**config.mk**
```make
export PLATFORM = sky130hd
export DESIGN_NAME = i2c_scl_gen_flat
export DESIGN_NICKNAME = d
export VERILOG_FILES = /design/src/rtl/i2c_scl_gen_if.sv /design/src/rtl/i2c_scl_gen.sv /design/src/flat_wrapper.sv
export SDC_FILE = /design/constraint.sdc
export NUM_CORES = 1
export LEC_CHECK = 0
export ABC_AREA = 1
export CAP_MARGIN = 10
export CORE_MARGIN = 2
export CORE_UTILIZATION = 57
export CTS_CLUSTER_DIAMETER = 50
export DETAILED_ROUTE_END_ITERATION = 8
export GPL_ROUTABILITY_DRIVEN = 0
export PLACE_DENSITY = 0.82
export SLEW_MARGIN = 20
export SYNTH_ARGS = -nofsm -noshare
export SYNTH_HDL_FRONTEND = slang
export SYNTH_SLANG_ARGS = --single-unit
export TNS_END_PERCENT = 20
```
**constraint.sdc**
```tcl
create_clock -name clk -period 2.9 [get_ports clk]
set_input_delay 0.725 -clock clk [delete_from_list [all_inputs] [get_ports clk]]
set_output_delay 0.725 -clock clk [all_outputs]
set_load 0.03 [all_outputs]
```
**src/rtl/i2c_scl_gen_if.sv**
```systemverilog
// SCL generator bus bundle: run request and pad readback in, open-drain drive,
// phase strobes and status out. The controller side uses master, the generator uses slave.
interface i2c_scl_gen_if;
    // en is a level request, not a handshake: it is sampled only in IDLE and on the last HIGH cycle.
    logic       en;
    logic       scl_in;
    logic       scl_drive_low;
    logic       tick_fall;
    logic       tick_low_mid;
    logic       tick_rise;
    logic       tick_high_mid;
    logic       stretching;
    logic       stretch_timeout;
    logic       busy;
    logic [1:0] state_dbg;

    modport master (
        output en, scl_in,
        input  scl_drive_low, tick_fall, tick_low_mid, tick_rise, tick_high_mid,
        input  stretching, stretch_timeout, busy, state_dbg
    );

    modport slave (
        input  en, scl_in,
        output scl_drive_low, tick_fall, tick_low_mid, tick_rise, tick_high_mid,
        output stretching, stretch_timeout, busy, state_dbg
    );
endinterface

```
**src/rtl/i2c_scl_gen.sv**
```systemverilog
// Programmable I2C SCL generator with open-drain drive, clock-stretch detection,
// optional stretch timeout and mid-phase strobes for the SDA bit engine.
module i2c_scl_gen #(
    parameter int CLK_FREQ_HZ     = 50_000_000,
    parameter int SCL_FREQ_HZ     = 100_000,
    parameter int LOW_PCT         = 50,
    parameter int STRETCH_TIMEOUT = 0
) (
    input logic         clk,
    input logic         rst,
    i2c_scl_gen_if.slave bus
);
    localparam int PERIOD      = CLK_FREQ_HZ / SCL_FREQ_HZ;
    localparam int LOW_CYCLES  = PERIOD * LOW_PCT / 100;
    localparam int HIGH_CYCLES = PERIOD - LOW_CYCLES;
    localparam int MAX_LH      = (LOW_CYCLES > HIGH_CYCLES) ? LOW_CYCLES : HIGH_CYCLES;
    localparam int MAX_ALL     = (MAX_LH > STRETCH_TIMEOUT) ? MAX_LH : STRETCH_TIMEOUT;
    localparam int CNT_W       = $clog2(MAX_ALL + 1);

    typedef logic [CNT_W-1:0] cnt_t;

    // Strobes are registered, so each compare fires one count early to land on the target count.
    localparam cnt_t LOW_MID_PRE  = cnt_t'(LOW_CYCLES / 2 - 1);
    localparam cnt_t LOW_LAST     = cnt_t'(LOW_CYCLES - 1);
    localparam cnt_t HIGH_MID_PRE = cnt_t'(HIGH_CYCLES / 2 - 1);
    localparam cnt_t HIGH_LAST    = cnt_t'(HIGH_CYCLES - 1);
    localparam cnt_t SYNC_PRELOAD = cnt_t'(3);
    localparam cnt_t BUDGET_PRE   = cnt_t'(2);
    localparam cnt_t TIMEOUT_PRE  = cnt_t'((STRETCH_TIMEOUT > 0) ? STRETCH_TIMEOUT - 1 : 0);

    if (LOW_CYCLES < 8 || HIGH_CYCLES < 8) begin : g_bad_timing
        $error("i2c_scl_gen: LOW_CYCLES and HIGH_CYCLES must both be at least 8");
    end

    typedef enum logic [1:0] {
        S_IDLE      = 2'd0,
        S_LOW       = 2'd1,
        S_HIGH_WAIT = 2'd2,
        S_HIGH      = 2'd3
    } state_t;

    state_t     state;
    cnt_t       cnt;
    logic [1:0] sync;

    assign bus.state_dbg = state;

    always_ff @(posedge clk) begin
        if (rst) begin
            state                <= S_IDLE;
            cnt                  <= '0;
            sync                 <= 2'b11;
            bus.scl_drive_low    <= 1'b0;
            bus.tick_fall        <= 1'b0;
            bus.tick_low_mid     <= 1'b0;
            bus.tick_rise        <= 1'b0;
            bus.tick_high_mid    <= 1'b0;
            bus.stretching       <= 1'b0;
            bus.stretch_timeout  <= 1'b0;
            bus.busy             <= 1'b0;
        end else begin
            sync                 <= {sync[0], bus.scl_in};
            bus.tick_fall        <= 1'b0;
            bus.tick_low_mid     <= 1'b0;
            bus.tick_rise        <= 1'b0;
            bus.tick_high_mid    <= 1'b0;
            bus.stretch_timeout  <= 1'b0;
            case (state)
                S_IDLE: begin
                    if (bus.en) begin
                        state             <= S_LOW;
                        cnt               <= '0;
                        bus.scl_drive_low <= 1'b1;
                        bus.tick_fall     <= 1'b1;
                        bus.busy          <= 1'b1;
                    end
                end
                S_LOW: begin
                    if (cnt == LOW_MID_PRE) bus.tick_low_mid <= 1'b1;
                    if (cnt == LOW_LAST) begin
                        state             <= S_HIGH_WAIT;
                        cnt               <= '0;
                        bus.scl_drive_low <= 1'b0;
                        bus.tick_rise     <= 1'b1;
                    end else begin
                        cnt <= cnt + cnt_t'(1);
                    end
                end
                S_HIGH_WAIT: begin
                    // The preload accounts for the two synchroniser flops plus this decision cycle.
                    if (sync[1]) begin
                        state          <= S_HIGH;
                        cnt            <= SYNC_PRELOAD;
                        bus.stretching <= 1'b0;
                    end else if (STRETCH_TIMEOUT != 0 && cnt == TIMEOUT_PRE) begin
                        state               <= S_IDLE;
                        cnt                 <= '0;
                        bus.stretch_timeout <= 1'b1;
                        bus.stretching      <= 1'b0;
                        bus.busy            <= 1'b0;
                    end else begin
                        if (cnt != '1) cnt <= cnt + cnt_t'(1);
                        if (cnt == BUDGET_PRE) bus.stretching <= 1'b1;
                    end
                end
                S_HIGH: begin
                    if (cnt == HIGH_MID_PRE) bus.tick_high_mid <= 1'b1;
                    if (cnt == HIGH_LAST) begin
                        cnt <= '0;
                        if (bus.en) begin
                            state             <= S_LOW;
                            bus.scl_drive_low <= 1'b1;
                            bus.tick_fall     <= 1'b1;
                        end else begin
                            state    <= S_IDLE;
                            bus.busy <= 1'b0;
                        end
                    end else begin
                        cnt <= cnt + cnt_t'(1);
                    end
                end
                default: state <= S_IDLE;
            endcase
        end
    end
endmodule

```
**src/flat_wrapper.sv**
```systemverilog
// flat-port wrapper written by rule: the top's interface ports become plain ports
module i2c_scl_gen_flat 
#(
    parameter int CLK_FREQ_HZ     = 50_000_000,
    parameter int SCL_FREQ_HZ     = 100_000,
    parameter int LOW_PCT         = 50,
    parameter int STRETCH_TIMEOUT = 0
)
  (clk, rst, bus_en, bus_scl_in, bus_scl_drive_low, bus_tick_fall, bus_tick_low_mid, bus_tick_rise, bus_tick_high_mid, bus_stretching, bus_stretch_timeout, bus_busy, bus_state_dbg);
  i2c_scl_gen_if bus_i ();
  input logic clk;
  input logic rst;
  input wire logic [$bits(bus_i.en)-1:0] bus_en;
  input wire logic [$bits(bus_i.scl_in)-1:0] bus_scl_in;
  output wire logic [$bits(bus_i.scl_drive_low)-1:0] bus_scl_drive_low;
  output wire logic [$bits(bus_i.tick_fall)-1:0] bus_tick_fall;
  output wire logic [$bits(bus_i.tick_low_mid)-1:0] bus_tick_low_mid;
  output wire logic [$bits(bus_i.tick_rise)-1:0] bus_tick_rise;
  output wire logic [$bits(bus_i.tick_high_mid)-1:0] bus_tick_high_mid;
  output wire logic [$bits(bus_i.stretching)-1:0] bus_stretching;
  output wire logic [$bits(bus_i.stretch_timeout)-1:0] bus_stretch_timeout;
  output wire logic [$bits(bus_i.busy)-1:0] bus_busy;
  output wire logic [$bits(bus_i.state_dbg)-1:0] bus_state_dbg;
  assign bus_i.en = bus_en;
  assign bus_i.scl_in = bus_scl_in;
  assign bus_scl_drive_low = bus_i.scl_drive_low;
  assign bus_tick_fall = bus_i.tick_fall;
  assign bus_tick_low_mid = bus_i.tick_low_mid;
  assign bus_tick_rise = bus_i.tick_rise;
  assign bus_tick_high_mid = bus_i.tick_high_mid;
  assign bus_stretching = bus_i.stretching;
  assign bus_stretch_timeout = bus_i.stretch_timeout;
  assign bus_busy = bus_i.busy;
  assign bus_state_dbg = bus_i.state_dbg;
  i2c_scl_gen #(.CLK_FREQ_HZ(CLK_FREQ_HZ), .SCL_FREQ_HZ(SCL_FREQ_HZ), .LOW_PCT(LOW_PCT), .STRETCH_TIMEOUT(STRETCH_TIMEOUT)) u_core (.clk(clk), .rst(rst), .bus(bus_i));
endmodule
```
# --- Yosys cells after proc, flatten, opt, wreduce, memory -nomap -nowiden ---
# Index checks and enable logic that the tools add are counted.
# Widths: inputs -> output; s select.
totals:
  reg_bits: 19
  inputBits: 4
  out_inout_bits: 10
  wordCells: 64
op_classes:
  addsub: 1
  n_eq_ne: 13
  n_mux: 26
  n_bitwise: 2
  n_reduce_logical: 12
op_table:
  columns: ["op", "count"]
  rows:
  - ["$mux 8", 4]
  - ["$pmux 8 s3", 1]
  - ["$mux 1", 13]
  - ["$add 8x1->8 const B", 1]
  - ["$eq 8x2->1 const B", 1]
  - ["$eq 8x7->1 const B", 1]
  - ["$eq 8x8->1 const B", 1]
  - ["$mux 2", 4]
  - ["$ne 8x8->1 const B", 1]
  - ["$pmux 2 s4", 1]
  - ["$reduce_and 4->1", 2]
  - ["$ne 2x1->1 const B", 3]
  - ["$reduce_or 2->1", 3]
  - ["$eq 2x2->1 const B", 2]
  - ["$ne 2x2->1 const B", 2]
  - ["$pmux 1 s2", 2]
  - ["$reduce_and 2->1", 2]
  - ["$reduce_bool 2->1", 2]
  - ["$ne 3x1->1 const B", 1]
  - ["$pmux 1 s3", 1]
  - ["$reduce_and 3->1", 1]
  - ["$reduce_bool 3->1", 1]
  - ["$eq 2x1->1 const B", 1]
  - ["$logic_not 2->1", 1]
  - ["$not 1->1", 2]

# --- Longest topological paths before layout ---
logic_depth:
  word_depth: 4
  depth_mapped: 11
  depth_no_buf: 11

# --- Worst setup path after synthesis ---
# No wires, ideal clock.
synth_timing:
  path_type: "reg2reg"
  startpoint: "register u_core.state[0] (netlist: u_core.bus.state_dbg[0])"
  endpoint: "register u_core.cnt[2]"
  setup_time_ns: 0.064
  arrival_time_ns: 1.593
  required_time_ns: 2.836
  setup_slack_ns: 1.243
  stages_incl_launch_ff: 12
  path_buffers: 0
  period_less_slack_ns: 1.657
  path_cell_list: "dfxtp_1 -> inv_1 -> ha_1 -> inv_1 -> nor2_1 -> inv_1 -> nand2_2 -> inv_4 -> nand2_1 -> nand2_1 -> o21ai_0 -> nor2_1"
synth_between:
  elab_chain_cells: 3
  elab_cells_between_ends: 9
  cone_classes: "5 x eq/ne; 1 x mux; 3 x reduce/logical"
synth_lines:
  columns: ["item", "line_no", "text"]
  rows:
  - ["start, declared", "i2c_scl_gen.sv:42", "state_t state;"]
  - ["start signal, assigned", "i2c_scl_gen.sv:50", "state <= S_IDLE;"]
  - ["start signal, assigned", "i2c_scl_gen.sv:71", "state <= S_LOW;"]
  - ["start signal, assigned", "i2c_scl_gen.sv:81", "state <= S_HIGH_WAIT;"]
  - ["$eq 2x1->1 (tied with other cells)", "i2c_scl_gen.sv:68", "case (state)"]
  - ["$reduce_or 2->1 (no source line) (tied with other cells)", null, null]
  - ["$pmux 8 s3 / $reduce_and 2->1 (equally long branches)", null, null]
  - ["end signal, assigned", "i2c_scl_gen.sv:86", "cnt <= cnt + cnt_t'(1);"]
  - ["end signal, assigned", "i2c_scl_gen.sv:102", "if (cnt != '1) cnt <= cnt + cnt_t'(1);"]
  - ["end signal, assigned", "i2c_scl_gen.sv:119", "cnt <= cnt + cnt_t'(1);"]
  - ["end, declared", "i2c_scl_gen.sv:43", "cnt_t cnt;"]
# Parallel ways exist; a longest one is shown, timed or not.
# A chain may end at the register's enable or synchronous reset.

# --- Worst setup path after layout ---
layout_timing:
  startpoint: "register u_core.state[0] (netlist: u_core.bus.state_dbg[0])"
  endpoint: "output port bus_state_dbg[0]"
layout_lines:
  columns: ["item", "line_no", "text"]
  rows:
  - ["end, declared", "flat_wrapper.sv:23", "output wire logic [$bits(bus_i.state_dbg)-1:0] bus_state_dbg;"]
# No word-level cell between the ends.

==> flow_summary.ini <==
[route]
final_antenna_net_count = 0
via_per_inst = 5.25
vias = 1018
drt_iter0_drc = 29
drt-total-wl_um = 2360
drc = 0
wire_per_inst_um = 12.2
drtPass1Iterations = 4

[clock_network]
tritoncts = yes
cts_buffer_depth = 2
clkTransAtPathRegs_ps = 110
cts-root-buf = clkbuf_4
cts_hold_buffers = 0
post_cts_resized = 0
clk-insertion-delay-late_ps = 300
clock_sinks = 19
h-tree-depth = 1
cts_made_buffers = 3
post_cts_buffers = 0

[outcome]
outcome = finished clean

[setup_path]
worstPathCellList = clkdlybuf4s50_1
cp_num_cells = 1
path_buf_inv = 1
crit_type = reg2out
cp-end-kind = output port
critical-path-top-delay-family = buffers and inverters
worstPathMaxFanout = 5
crit_required_ps = 2170
reg2reg_depth = 11
slowest_stage = clkdlybuf4s50_1
cp_slowest_stage_delay_ps = 700
worstSetupStartpointType = flop
crit_arrival_ps = 1410

[global_route]
grt_pass1_vias = 894
grt_antenna_before_repair = 0
grt.total_usage_pct = 24.2
grt_max_degree = 12
grt_remaining_overflow = 0
grt_pass1_wl_um = 3780

[floorplan]
ios = 14
die-height_um = 47.9
initial_core_util_pct = 62.3
rows = 15
die_width_um = 47.9
dieArea_um2 = 2290
core_um2 = 1760

[job]
cap_violations = 0

[pwr]
p_leak_nw = 0.544
power_density_nw_per_um2 = 740
ir_drop_v = 0.000477
finalPower_mw = 0.937

[sta]
hold_violations = 0
rsz0062_at_grt = false
setup_violations = 0
fin_crit_sh_pct = 73.5
fmax_mhz = 469
finalMaxSlewViolations = 0
tns_ps = 0
skew_ps = 3.94
fin_crit_ps = 2130

[cells_and_area]
final_cells = 194
final_core_util_pct = 71.8
final_common_cell = nand2_1
antenna_cells = 0
area_delta_synth_final_pct = 15.3
drive_gt1_share_pct = 12.4
nNetsFinal = 183
final_cell_mix = 28 x nand2_1, 21 x inv_1, 19 x dfxtp_1

[logic_synthesis]
synth.area.top_cells = dfxtp_1 35%, ha_1 10%, nand2_1 9.6%
syn-num-nets = 168
syn-cell-area_um2 = 1100
synth_warnings = 0
yosys_register_bits = 19
synth.top_cell.area_share_pct = 34.6
syn-mean-instance-area_um2 = 7.09
synthCells = 155
ys_types = 25
yosysTopAreaCell = dfxtp_1
seq_area_frac_synth_pct = 34.6

[worst_hold_path]
worst_hold_path.num_cells = 1
hold_class = reg2reg

[placed_design]
dp_hpwl_um = 1900
portBuffers = 12
dp_cells = 190
==> sequential cells by signal, summed over array words and instances, names as in the netlist <==
name	flops
u_core.cnt	8
u_core.bus.state_dbg	2
u_core.sync	2
u_core.bus.busy	1
u_core.bus.scl_drive_low	1
u_core.bus.stretching	1
u_core.bus.tick_fall	1
u_core.bus.tick_high_mid	1
u_core.bus.tick_low_mid	1
u_core.bus.tick_rise	1
==> cells in the mapped netlist <==
| library cell | number |
|---|---|
| conb_1 | 1 |
| nor4_1 | 1 |
| o21ai_1 | 1 |
| inv_2 | 1 |
| nand3_2 | 2 |
| dfxtp_1 | 19 |
| nand2_2 | 9 |
| nor3_1 | 4 |
| o21ai_0 | 6 |
| a21boi_0 | 1 |
| clkinv_1 | 1 |
| nand3_1 | 12 |
| nor2_4 | 2 |
| nand4_1 | 3 |
| o211ai_1 | 2 |
| buf_4 | 1 |
| or2_2 | 2 |
| nand2_1 | 28 |
| a21oi_1 | 10 |
| clkbuf_1 | 1 |
| xor2_1 | 1 |
| inv_4 | 1 |
| nor2_1 | 16 |
| inv_1 | 21 |
| ha_1 | 9 |
==> cell families after synthesis <==
group	count (synthesis)	synth area share, %
AND/OR/NAND/NOR	79	34.7
buffers and inverters	26	9.45
AO/OA/AOI/OAI	20	9.79
flip-flops	19	34.6
adder cells (fa/ha/maj)	9	10.3
XOR/XNOR	1	0.797
other	1	0.341
==> metrics by stage <==
step | setup WS, ps | hold WS [ps] | instance area (um2)
global placement | 833 | 402 | 1240
CTS | 758 | 446 | 1270
detailed placement | 778 | 417 | 1240
floorplan | 1240 | 389 | 1100
global route | 690 | 451 | 1270
finish | 769 | 437 | 1270
==> area by class of cell <==
class,instances,area [um2]
fillers,154,498
clock buffers,3,22.5
inverters,24,92.6
well taps,25,31.3
flip-flops and latches,19,380
multi-input cells,110,614
repair buffers,12,120
clock inverters,1,5.00
==> where the power goes <==
group	leakage [nW]	switching (mW)	internal (mW)
logic	0.371	0.303	0.164
registers	0.155	0.0355	0.301
clock network	0.0177	0.0816	0.0515
total	0.544	0.420	0.517
==> per-layer routing <==
layer / share of wire, % / up-vias / global-route usage, %
met5: 0 / - / 0
li1: - / 525 / -
met3: 6.1 / 2 / 7.92
met2: 48 / 32 / 40.0
met1: 45 / 459 / 30.8
met4: 0.55 / 0 / 4.86
==> final timing paths <==
kind	slack [ps]	end	from
worst max register to register	1230	u_core.cnt[2]$_SDFFE_PP0P_	u_core.bus.state_dbg[0]$_SDFFE_PP0P_
worst min register to register	440	u_core.sync[1]$_SDFF_PP1_	u_core.sync[0]$_SDFF_PP1_
worst min-delay path	440	u_core.sync[1]$_SDFF_PP1_	u_core.sync[0]$_SDFF_PP1_
worst max-delay path	770	bus_state_dbg[0]	u_core.bus.state_dbg[0]$_SDFFE_PP0P_
Note: power is estimated with default switching activity, not from simulation.
